**config.mk**
```make
export PLATFORM = sky130hd
export DESIGN_NAME = dsp_shift_mac_neg
export DESIGN_NICKNAME = d
export VERILOG_FILES = /design/src/rtl/dsp_shift_mac_neg.sv
export SDC_FILE = /design/constraint.sdc
export NUM_CORES = 1
export LEC_CHECK = 0
export BUFFER_PORTS_ARGS = -buffer_cell sky130_fd_sc_hd__buf_2
export CAP_MARGIN = 0
export CORE_MARGIN = 1.5
export CORE_UTILIZATION = 30
export DETAILED_ROUTE_END_ITERATION = 6
export PLACE_DENSITY = 0.54
export RECOVER_POWER = 100
export SLEW_MARGIN = 30
export SYNTH_ARGS = -nofsm -noshare
export SYNTH_HDL_FRONTEND = slang
export SYNTH_SLANG_ARGS = --single-unit
export TNS_END_PERCENT = 100
```
**constraint.sdc**
```tcl
create_clock -name clk -period 14.46 [get_ports clk]
set_clock_uncertainty 0.15 [all_clocks]
set_input_delay 2.892 -clock clk [delete_from_list [all_inputs] [get_ports clk]]
set_output_delay 2.892 -clock clk [all_outputs]
set_load 0.05 [all_outputs]
```
**src/rtl/dsp_shift_mac_neg.sv**
```systemverilog
// dsp_shift_mac_neg: pipelined P = (A <<< acc_fir) +/- A*B with optional accumulate, falling-edge clocked.
// Saturating result reduction is compiled in when DSP_SHIFT_MAC_SAT_EN is defined; otherwise P wraps.
module dsp_shift_mac_neg #(
  parameter int A_W         = 20,
  parameter int B_W         = 18,
  parameter int P_W         = 38,
  parameter int SHIFT_W     = 4,
  parameter int PIPE_STAGES = 1
) (
  input  logic                  clk,
  input  logic                  reset,
  input  logic                  valid_i,
  input  logic                  subtract_i,
  input  logic                  accumulate_i,
  input  logic signed [A_W-1:0] A,
  input  logic signed [B_W-1:0] B,
  input  logic [SHIFT_W-1:0]    acc_fir,
  output logic signed [P_W-1:0] P,
  output logic                  valid_o,
  output logic                  sat_o
);
  // Internal width holds every term exactly so clamping sees the true sum.
  localparam int SH_MAX = (1 << SHIFT_W) - 1;
  localparam int M1     = (P_W > A_W + B_W) ? P_W : A_W + B_W;
  localparam int M2     = (M1 > A_W + SH_MAX) ? M1 : A_W + SH_MAX;
  localparam int IW     = M2 + 2;
  localparam logic signed [IW-1:0] P_MAX = {{(IW-P_W+1){1'b0}}, {(P_W-1){1'b1}}};
  localparam logic signed [IW-1:0] P_MIN = {{(IW-P_W+1){1'b1}}, {(P_W-1){1'b0}}};

  logic signed [A_W-1:0]  a_s;
  logic signed [B_W-1:0]  b_s;
  logic [SHIFT_W-1:0]     sh_s;
  logic                   sub_s, acc_s, v_s;
  logic signed [IW-1:0]   ax, bx, st_c, pr_c;
  logic signed [IW-1:0]   st_f, pr_f;
  logic                   sub_f, acc_f, v_f;
  logic signed [IW-1:0]   px, sum, nxt;
  logic signed [P_W-1:0]  p_q, p_d;
  logic                   v_q, sat_q, sat_d;

  if (PIPE_STAGES >= 3) begin : g_op
    logic signed [A_W-1:0] a_q;
    logic signed [B_W-1:0] b_q;
    logic [SHIFT_W-1:0]    sh_q;
    logic                  sub0_q, acc0_q, v0_q;
    always_ff @(negedge clk) begin
      if (reset) begin
        a_q    <= '0;
        b_q    <= '0;
        sh_q   <= '0;
        sub0_q <= 1'b0;
        acc0_q <= 1'b0;
        v0_q   <= 1'b0;
      end else begin
        a_q    <= A;
        b_q    <= B;
        sh_q   <= acc_fir;
        sub0_q <= subtract_i;
        acc0_q <= accumulate_i;
        v0_q   <= valid_i;
      end
    end
    assign a_s   = a_q;
    assign b_s   = b_q;
    assign sh_s  = sh_q;
    assign sub_s = sub0_q;
    assign acc_s = acc0_q;
    assign v_s   = v0_q;
  end else begin : g_op_bp
    assign a_s   = A;
    assign b_s   = B;
    assign sh_s  = acc_fir;
    assign sub_s = subtract_i;
    assign acc_s = accumulate_i;
    assign v_s   = valid_i;
  end

  assign ax   = {{(IW-A_W){a_s[A_W-1]}}, a_s};
  assign bx   = {{(IW-B_W){b_s[B_W-1]}}, b_s};
  assign st_c = ax <<< sh_s;
  assign pr_c = ax * bx;

  if (PIPE_STAGES >= 2) begin : g_mul
    logic signed [IW-1:0] st_q, pr_q;
    logic                 sub1_q, acc1_q, v1_q;
    always_ff @(negedge clk) begin
      if (reset) begin
        st_q   <= '0;
        pr_q   <= '0;
        sub1_q <= 1'b0;
        acc1_q <= 1'b0;
        v1_q   <= 1'b0;
      end else begin
        st_q   <= st_c;
        pr_q   <= pr_c;
        sub1_q <= sub_s;
        acc1_q <= acc_s;
        v1_q   <= v_s;
      end
    end
    assign st_f  = st_q;
    assign pr_f  = pr_q;
    assign sub_f = sub1_q;
    assign acc_f = acc1_q;
    assign v_f   = v1_q;
  end else begin : g_mul_bp
    assign st_f  = st_c;
    assign pr_f  = pr_c;
    assign sub_f = sub_s;
    assign acc_f = acc_s;
    assign v_f   = v_s;
  end

  assign px  = {{(IW-P_W){p_q[P_W-1]}}, p_q};
  assign sum = sub_f ? st_f - pr_f : st_f + pr_f;
  assign nxt = acc_f ? px + sum : sum;

`ifdef DSP_SHIFT_MAC_SAT_EN
  logic ovf, unf;
  assign ovf   = nxt > P_MAX;
  assign unf   = nxt < P_MIN;
  assign p_d   = ovf ? P_MAX[P_W-1:0] : unf ? P_MIN[P_W-1:0] : nxt[P_W-1:0];
  assign sat_d = ovf | unf;
`else
  logic unused_hi;
  assign unused_hi = ^{nxt[IW-1:P_W], P_MAX, P_MIN};
  assign p_d       = nxt[P_W-1:0];
  assign sat_d     = 1'b0;
`endif

  always_ff @(negedge clk) begin
    if (reset) begin
      p_q   <= '0;
      v_q   <= 1'b0;
      sat_q <= 1'b0;
    end else begin
      v_q <= v_f;
      if (v_f) begin
        p_q   <= p_d;
        sat_q <= sat_d;
      end
    end
  end

  assign P       = p_q;
  assign valid_o = v_q;
  assign sat_o   = sat_q;
endmodule
```
==> results of run 1 <==
==> metal layers <==
| metal | up-vias | part of all wire |
|---|---|---|
| met3 | 40 | 0.026 |
| met2 | 259 | 0.51 |
| met1 | 9397 | 0.46 |
| met4 | 0 | 0.0097 |
| li1 | 9175 | - |
| met5 | - | 0 |
==> kinds of logic after synthesis <==
group | count (synthesis) | synth area share
adders and majority gates | 539 | 0.458
buffers and inverters | 570 | 0.104
muxes | 61 | 0.0367
xor gates and xnor gates | 140 | 0.0603
and+or+nand+nor | 705 | 0.171
AOI/OAI and AO/OA | 419 | 0.132
other | 1 | 0.000181
DFF | 39 | 0.0378
==> worst paths after layout <==
kind          from    end  slack, ns
min          P[29]  P[29]       0.36
max reg2reg   P[0]  P[36]      10.57
max           A[7]  P[37]      -5.00
min reg2reg  P[29]  P[29]       0.36
==> cell usage after synthesis (all sizes together) (4+ instances only) <==
cell type	count
inv	438
fa	363
nand2	225
and2	187
ha	176
a21oi	151
nor2	129
clkbuf	110
xnor2	103
o21ai	69
a21o	48
mux2i	45
a211oi	42
dfxtp	39
nor3	38
xor2	36
nand2b	25
nand3	24
nor2b	24
buf	21
a31oi	18
o21a	14
o21bai	14
and3	12
nand4	12
mux4	11
nor4	7
o211ai	7
or3	7
a31o	5
mux2	5
o22ai	5
o31ai	4
==> what timing repair did <==
| action | in CTS | in global routing |
|---|---|---|
| pin swaps | 136 | 110 |
| endpoints found under the setup margin | 34 | 34 |
| setup buffers | 66 | 43 |
| cloned | 2 | 1 |
| gates resized for setup | 227 | 202 |
==> per-stage QoR <==
| step | area [um2] | worst slack [ns] | cells | hold slack [ns] |
|---|---|---|---|---|
| 5_1_grt | 29300 | -5.45 | 4012 | 0.368 |
| 3_3_place_gp | 26300 | -5.62 | 3867 | 0.342 |
| 4_1_cts | 28100 | -4.99 | 3971 | 0.352 |
| 3_5_place_dp | 26300 | -5.79 | 3867 | 0.342 |
| 2_1_floorplan | 21100 | -5.37 | 2474 | 0.555 |
| 6_report | 29300 | -5.00 | 4012 | 0.358 |
==> state kept, by name, summed over array words and instances (netlist names) <==
register,flops
valid_o,1
P,38
==> placed cells by master (no fill, tap or decap), drive strengths merged, types with 11 or more instances in the layout <==
| master | Yosys | final |
|---|---|---|
| fa | 363 | 363 |
| a211oi | 42 | 42 |
| a31oi | 18 | 18 |
| a21o | 48 | 48 |
| xor2 | 36 | 36 |
| nand2 | 225 | 225 |
| mux2i | 45 | 45 |
| and3 | 12 | 12 |
| nor2 | 129 | 129 |
| o21ai | 69 | 69 |
| a21oi | 151 | 151 |
| ha | 176 | 176 |
| clkbuf | 110 | 49 |
| o21a | 14 | 14 |
| inv | 438 | 479 |
| dfxtp | 39 | 39 |
| xnor2 | 103 | 103 |
| o21bai | 14 | 14 |
| nand3 | 24 | 24 |
| nand2b | 25 | 25 |
| nor3 | 38 | 38 |
| mux4 | 11 | 11 |
| nor2b | 24 | 24 |
| and2 | 187 | 187 |
| buf | 21 | 695 |
| nand4 | 12 | 12 |
==> worst max-delay path, delay by kind of cell <==
| family | cells | cell delay (ns) |
|---|---|---|
| AND/OR/NAND/NOR | 9 | 1.21 |
| buffers and inverters | 10 | 1.05 |
| XOR/XNOR | 3 | 0.55 |
| AO/OA/AOI/OAI | 13 | 2.31 |
| multiplexers | 1 | 0.51 |
| adder cells (fa/ha/maj) | 9 | 3.82 |
==> cell type report <==
class / count / share of cell area
multi-input cells: 1865 / 0.665
repair buffers: 740 / 0.205
inverters: 438 / 0.0560
well taps: 882 / 0.0376
flip-flops and latches: 39 / 0.0266
clock inverters: 42 / 0.00554
clock buffers: 5 / 0.00426
diodes: 1 / 0.0000853
==> results.cfg, run 1 <==
[global_route]
grt_busiest_layer = met2
use_met2 = 0.313
grt_overflow = 0
grt_pass1_vias = 20111
grt_max_degree = 61
use_met3 = 0.0149
use_met1 = 0.234
grt_antenna_before_repair = 1
grt_pass1_wl_mm = 100
grt_usage = 0.175

[sta]
setup_tns_ns = -113.21
setup_violations = 33
tightest_slew_ns = 0.916
setup_ws_ns = -5.00
rsz0062_at_grt = true
relSlewSlack = 0.390
hold_viol_final = 0
drv_slew = 0

[synth]
ys_types = 89
synth_top_area_frac = 0.352
ys_seq_area_frac = 0.0378
postSynthAreaPerCell_um2 = 8.36
synth.area.top_cells = fa_1 35%, ha_1 11%, inv_1 7.9%, and2_1 5.7%, xnor2_1 4.3%
async_flop_share = 0
synth_area_leader_cell = fa_1
synth_edf_count = 0
synth.net_count = 3060
yosysWarnings = 0
synth_area_um2 = 20700
synthFlopType = dfxtp_1
ys_ff_latch = 39
syn_inst = 2474

[placement]
io_buffers = 85
gp_routability_congestion = 0.847
place_hpwl_mm = 49.7

[final_layout]
seq_area_um2 = 781
layout.nets = 3714
synthToLayoutAreaGrowth_pct = 42.0
drive_gt1_frac = 0.333
multiInputGateArea_um2 = 19500
fill_cells = 6767
post-route-util = 0.429

[status]
status = finished with violations
violations = negative setup slack

[routing]
drc = 0
wl_per_cell_um = 15.1
firstDrtPassIters = 7
routed_via_density = 4.70
vias = 18871
drt_wl_total_mm = 60.7
drt_iter0_drc = 854
antenna_left = 0

[cts]
root_buffer = clkbuf_16
clk_pin_slew_ns = 0.04
cts_tree = done
cts_max_level = 2
cts_inserted_buffers = 5
clk_latency_ns = 0.38
hold_buffers = 0
cts_sinks = 39
cts.path.max_buffers = 2

[floorplanning]
core_area_um2 = 68300
die-area_um2 = 70500
rows = 96
start_util = 0.302
io_pins = 87
die-width_um = 266
dieHeight_um = 266

[hold_path]
hold_path.class = reg -> reg
hold_depth = 2

[setup_path]
cp.arrival_ns = 12.35
r2r_cells = 15
cp-end-kind = flop
cp_slowest_cell = fa_1
crit_path_start_kind = primary input
max_stage_delay_ns = 0.53
crit_type = in -> reg
path_max_fanout = 10
critPathRequiredTime_ns = 7.35

[run]
max-cap-violations = 0
Power of run 1 is not shown: default switching activity piles up to over one toggle a cycle in this logic, so the estimate is an artifact.
==> run 2: changes to the inputs <==
--- a/config.mk
+++ b/config.mk
@@ -5,12 +5,12 @@
 export SDC_FILE = /design/constraint.sdc
 export NUM_CORES = 1
 export LEC_CHECK = 0
-export BUFFER_PORTS_ARGS = -buffer_cell sky130_fd_sc_hd__buf_2
+export BUFFER_PORTS_ARGS = -buffer_cell sky130_fd_sc_hd__buf_4
 export CAP_MARGIN = 0
 export CORE_MARGIN = 1.5
-export CORE_UTILIZATION = 30
+export CORE_UTILIZATION = 71
 export DETAILED_ROUTE_END_ITERATION = 6
-export PLACE_DENSITY = 0.54
+export PLACE_DENSITY = 0.95
 export RECOVER_POWER = 100
 export SLEW_MARGIN = 30
 export SYNTH_ARGS = -nofsm -noshare
==> constraint.sdc (replaced) <==
create_clock -name clk -period 24.1 [get_ports clk]
set_clock_uncertainty 0.15 [all_clocks]
set_input_delay 4.82 -clock clk [delete_from_list [all_inputs] [get_ports clk]]
set_output_delay 4.82 -clock clk [all_outputs]
set_load 0.05 [all_outputs]
==> results.cfg, run 2 <==
[floorplanning]
io_pins = 87
die-width_um = 174
dieHeight_um = 174
rows = 62
start_util = 0.720

[placement]
io_buffers = 85
place_hpwl_mm = 63.1
gp_routability_congestion = 1.00

[cts]
root_buffer = clkbuf_16
cts_max_level = 2
hold_buffers = 0
cts.path.max_buffers = 2
cts_inserted_buffers = 5
cts_sinks = 39

[synth]
synth_simple_gate_area_frac = 0.171
synth.most_common_cell = inv_1
synth_top_family_by_area = adder cells
syn_inst = 2474
ys_ff_latch = 39
synthFlopType = dfxtp_1
ys_seq_area_frac = 0.0378
ys_types = 89
synth_top_area_frac = 0.352
synthMuxAreaShare = 0.0367
synth_area_leader_cell = fa_1
yosysWarnings = 0
synth_compound_area_frac = 0.132
synth_edf_count = 0
synth.net_count = 3060
synth_xor_area_frac = 0.0603
synth.area.top_cells = fa_1 35%, ha_1 11%, inv_1 7.9%, and2_1 5.7%, xnor2_1 4.3%
async_flop_share = 0
postSynthAreaPerCell_um2 = 8.36
synth_area_um2 = 20700
synth-adder-area-share = 0.458
ys_top_cells_by_count = 436 x inv_1, 363 x fa_1, 225 x nand2_1

[global_route]
grt_overflow = 2717
grt_pass1_wl_mm = 234
grt_pass1_vias = 34021
grt_usage = 1.04
grt_max_degree = 62

[status]
firstError = [ERROR GRT-0116] Global routing finished with congestion. Check the congestion regions in the DRC Viewer.
status = stopped before the end
lastStage = 5_1_grt
[run 2: logic make-up after synthesis]
group,count (synthesis)
flops,39
compound gates,419
buf+inv,570
other cells,1
fa+ha+maj,539
mux,61
xor+xnor,140
simple gates,705
[run 2: through the flow]
step                setup slack (ns)  instances  instance area [um2]  hold slack (ns)
floorplan                      -2.48       2474                21100            0.555
global placement               -2.51       3233                24700            0.331
detailed placement             -3.42       3233                24700            0.341
CTS                            -2.73       3365                26900            0.358
[run 2: timing repair]
item	4_1_cts
gates cloned	2
setup endpoints to repair	27
pin swaps	179
buffers inserted	84
resized for setup	254
[run 2: layer usage]
metal,track usage,overflow
met1,0.916,27
met2,1.33,2068
met3,0.844,57
met4,1.13,560
met5,0.575,5
==> run 3: changes to the inputs <==
--- a/config.mk
+++ b/config.mk
@@ -8,9 +8,9 @@
 export BUFFER_PORTS_ARGS = -buffer_cell sky130_fd_sc_hd__buf_4
 export CAP_MARGIN = 0
 export CORE_MARGIN = 1.5
-export CORE_UTILIZATION = 71
+export CORE_UTILIZATION = 40
 export DETAILED_ROUTE_END_ITERATION = 6
-export PLACE_DENSITY = 0.95
+export PLACE_DENSITY_LB_ADDON = 0.15
 export RECOVER_POWER = 100
 export SLEW_MARGIN = 30
 export SYNTH_ARGS = -nofsm -noshare
==> results.cfg, run 3 (synthesis gave the netlist of run 1 again) <==
[routing]
wl_per_cell_um = 16.5
antenna_left = 0
vias = 18817
drt_iter0_drc = 828
routed_via_density = 5.08
firstDrtPassIters = 7
drt_wl_total_mm = 61.1
drc = 0

[run]
max-cap-violations = 0

[status]
status = finished with violations
violations = negative setup slack

[global_route]
grt_pass1_wl_mm = 99.0
grt_overflow = 0
grt_usage = 0.231
grt_max_degree = 62
grt_pass1_vias = 19990
grt_antenna_before_repair = 2

[cts]
clk_pin_slew_ns = 0.04
hold_buffers = 0
clk_latency_ns = 0.37
cts_sinks = 39
cts.path.max_buffers = 2
cts_inserted_buffers = 5
cts_max_level = 2
cts_tree = done
root_buffer = clkbuf_16

[final_layout]
largest_register_ffs = 38
synthToLayoutAreaGrowth_pct = 35.5
layout.nets = 3605
layout_commonest_cell = buf_4
drive_gt1_frac = 0.302
stdcell_area_um2 = 28000
fill_cells = 4781
final_cell_mix = 509 x buf_4, 451 x inv_1, 349 x fa_1, 213 x nand2_1, 161 x and2_1

[placement]
place_hpwl_mm = 49.7
io_buffers = 85
dpl-instance-area_um2 = 25400
gp_routability_congestion = 0.903
post-place-ws_ns = -2.74

[floorplanning]
rows = 83
die-width_um = 230
die-area_um2 = 53100
dieHeight_um = 230
io_pins = 87
start_util = 0.404
core_area_um2 = 51200

[sta]
setup_ws_ns = -2.12
relSlewSlack = 0.491
tightest_slew_ns = 0.759
hold_viol_final = 0
rsz0062_at_grt = true
drv_slew = 0
setup_violations = 26

[setup_path]
timing.rr.end = P[37]
regToRegStartpoint = P[1]
critPathRequiredTime_ns = 12.17
cpMostUsedCell = fa_1
path_max_fanout = 8
cp-end-kind = flop
crit_path_start_kind = primary input
max_stage_delay_ns = 0.53
crit_type = in -> reg
r2r_setup_slack_ns = 20.13
cp.arrival_ns = 14.28
cp_slowest_cell = fa_1
r2r_cells = 15

[hold_path]
hold_path.class = reg -> reg
whs_endpoint = P[31]
hold_depth = 2
min_from = P[31]
==> run 3: area by class of cell <==
cell class / instances / area [um2] / share of cell area
Timing Repair Buffer: 631 / 5180 / 0.185
Multi-Input combinational cell: 1865 / 19300 / 0.688
Clock inverter: 42 / 163 / 0.00581
Inverter: 438 / 1650 / 0.0588
Sequential cell: 39 / 781 / 0.0279
Antenna cell: 1 / 2.50 / 0.0000893
Tap cell: 680 / 851 / 0.0304
Clock buffer: 5 / 125 / 0.00447
==> run 3: metrics by stage <==
stage                      util  setup TNS (ns)  cells  hold slack (ns)
after detailed placement  0.495          -42.89   3562            0.342
after floorplan               -          -29.28   2474            0.555
after CTS                 0.520          -28.95   3657            0.346
after global placement    0.495          -41.16   3562            0.337
final                     0.547          -31.16   3701            0.342
after global routing      0.547          -40.21   3701            0.380
==> run 3: worst max-delay path by stage <==
stage | from | endpoint | slack, ns | cells after the start
after floorplan | A[6] | P[37] | -2.48 | 42
after global placement | B[17] | P[37] | -2.59 | 41
after detailed placement | A[9] | P[36] | -2.74 | 43
after CTS | A[8] | P[37] | -2.19 | 40
after global routing | B[0] | P[36] | -2.48 | 46
final | B[0] | P[37] | -2.12 | 43
==> run 3: routing by layer <==
metal | track usage | up-vias | wire length (um)
met2 | 0.421 | 354 | 31500
li1 | - | 8957 | -
met1 | 0.291 | 9417 | 26100
met5 | 0 | - | 13
met3 | 0.0236 | 87 | 1980
met4 | 0.0554 | 2 | 1560
==> run 3: timing repair <==
action	CTS	global route
gates resized for setup	133	267
setup buffers	59	49
gates cloned	1	4
setup endpoints to repair	26	26
pin swaps	77	170
==> run 3: critical path: cells and delay by family <==
kind | cells | cell delay, ns
xor gates and xnor gates | 3 | 0.49
and+or+nand+nor | 8 | 1.32
adders and majority gates | 9 | 3.93
buffers and inverters | 12 | 1.16
AOI/OAI and AO/OA | 10 | 2.05
muxes | 1 | 0.51
Power of run 3 is left out for the same reason.
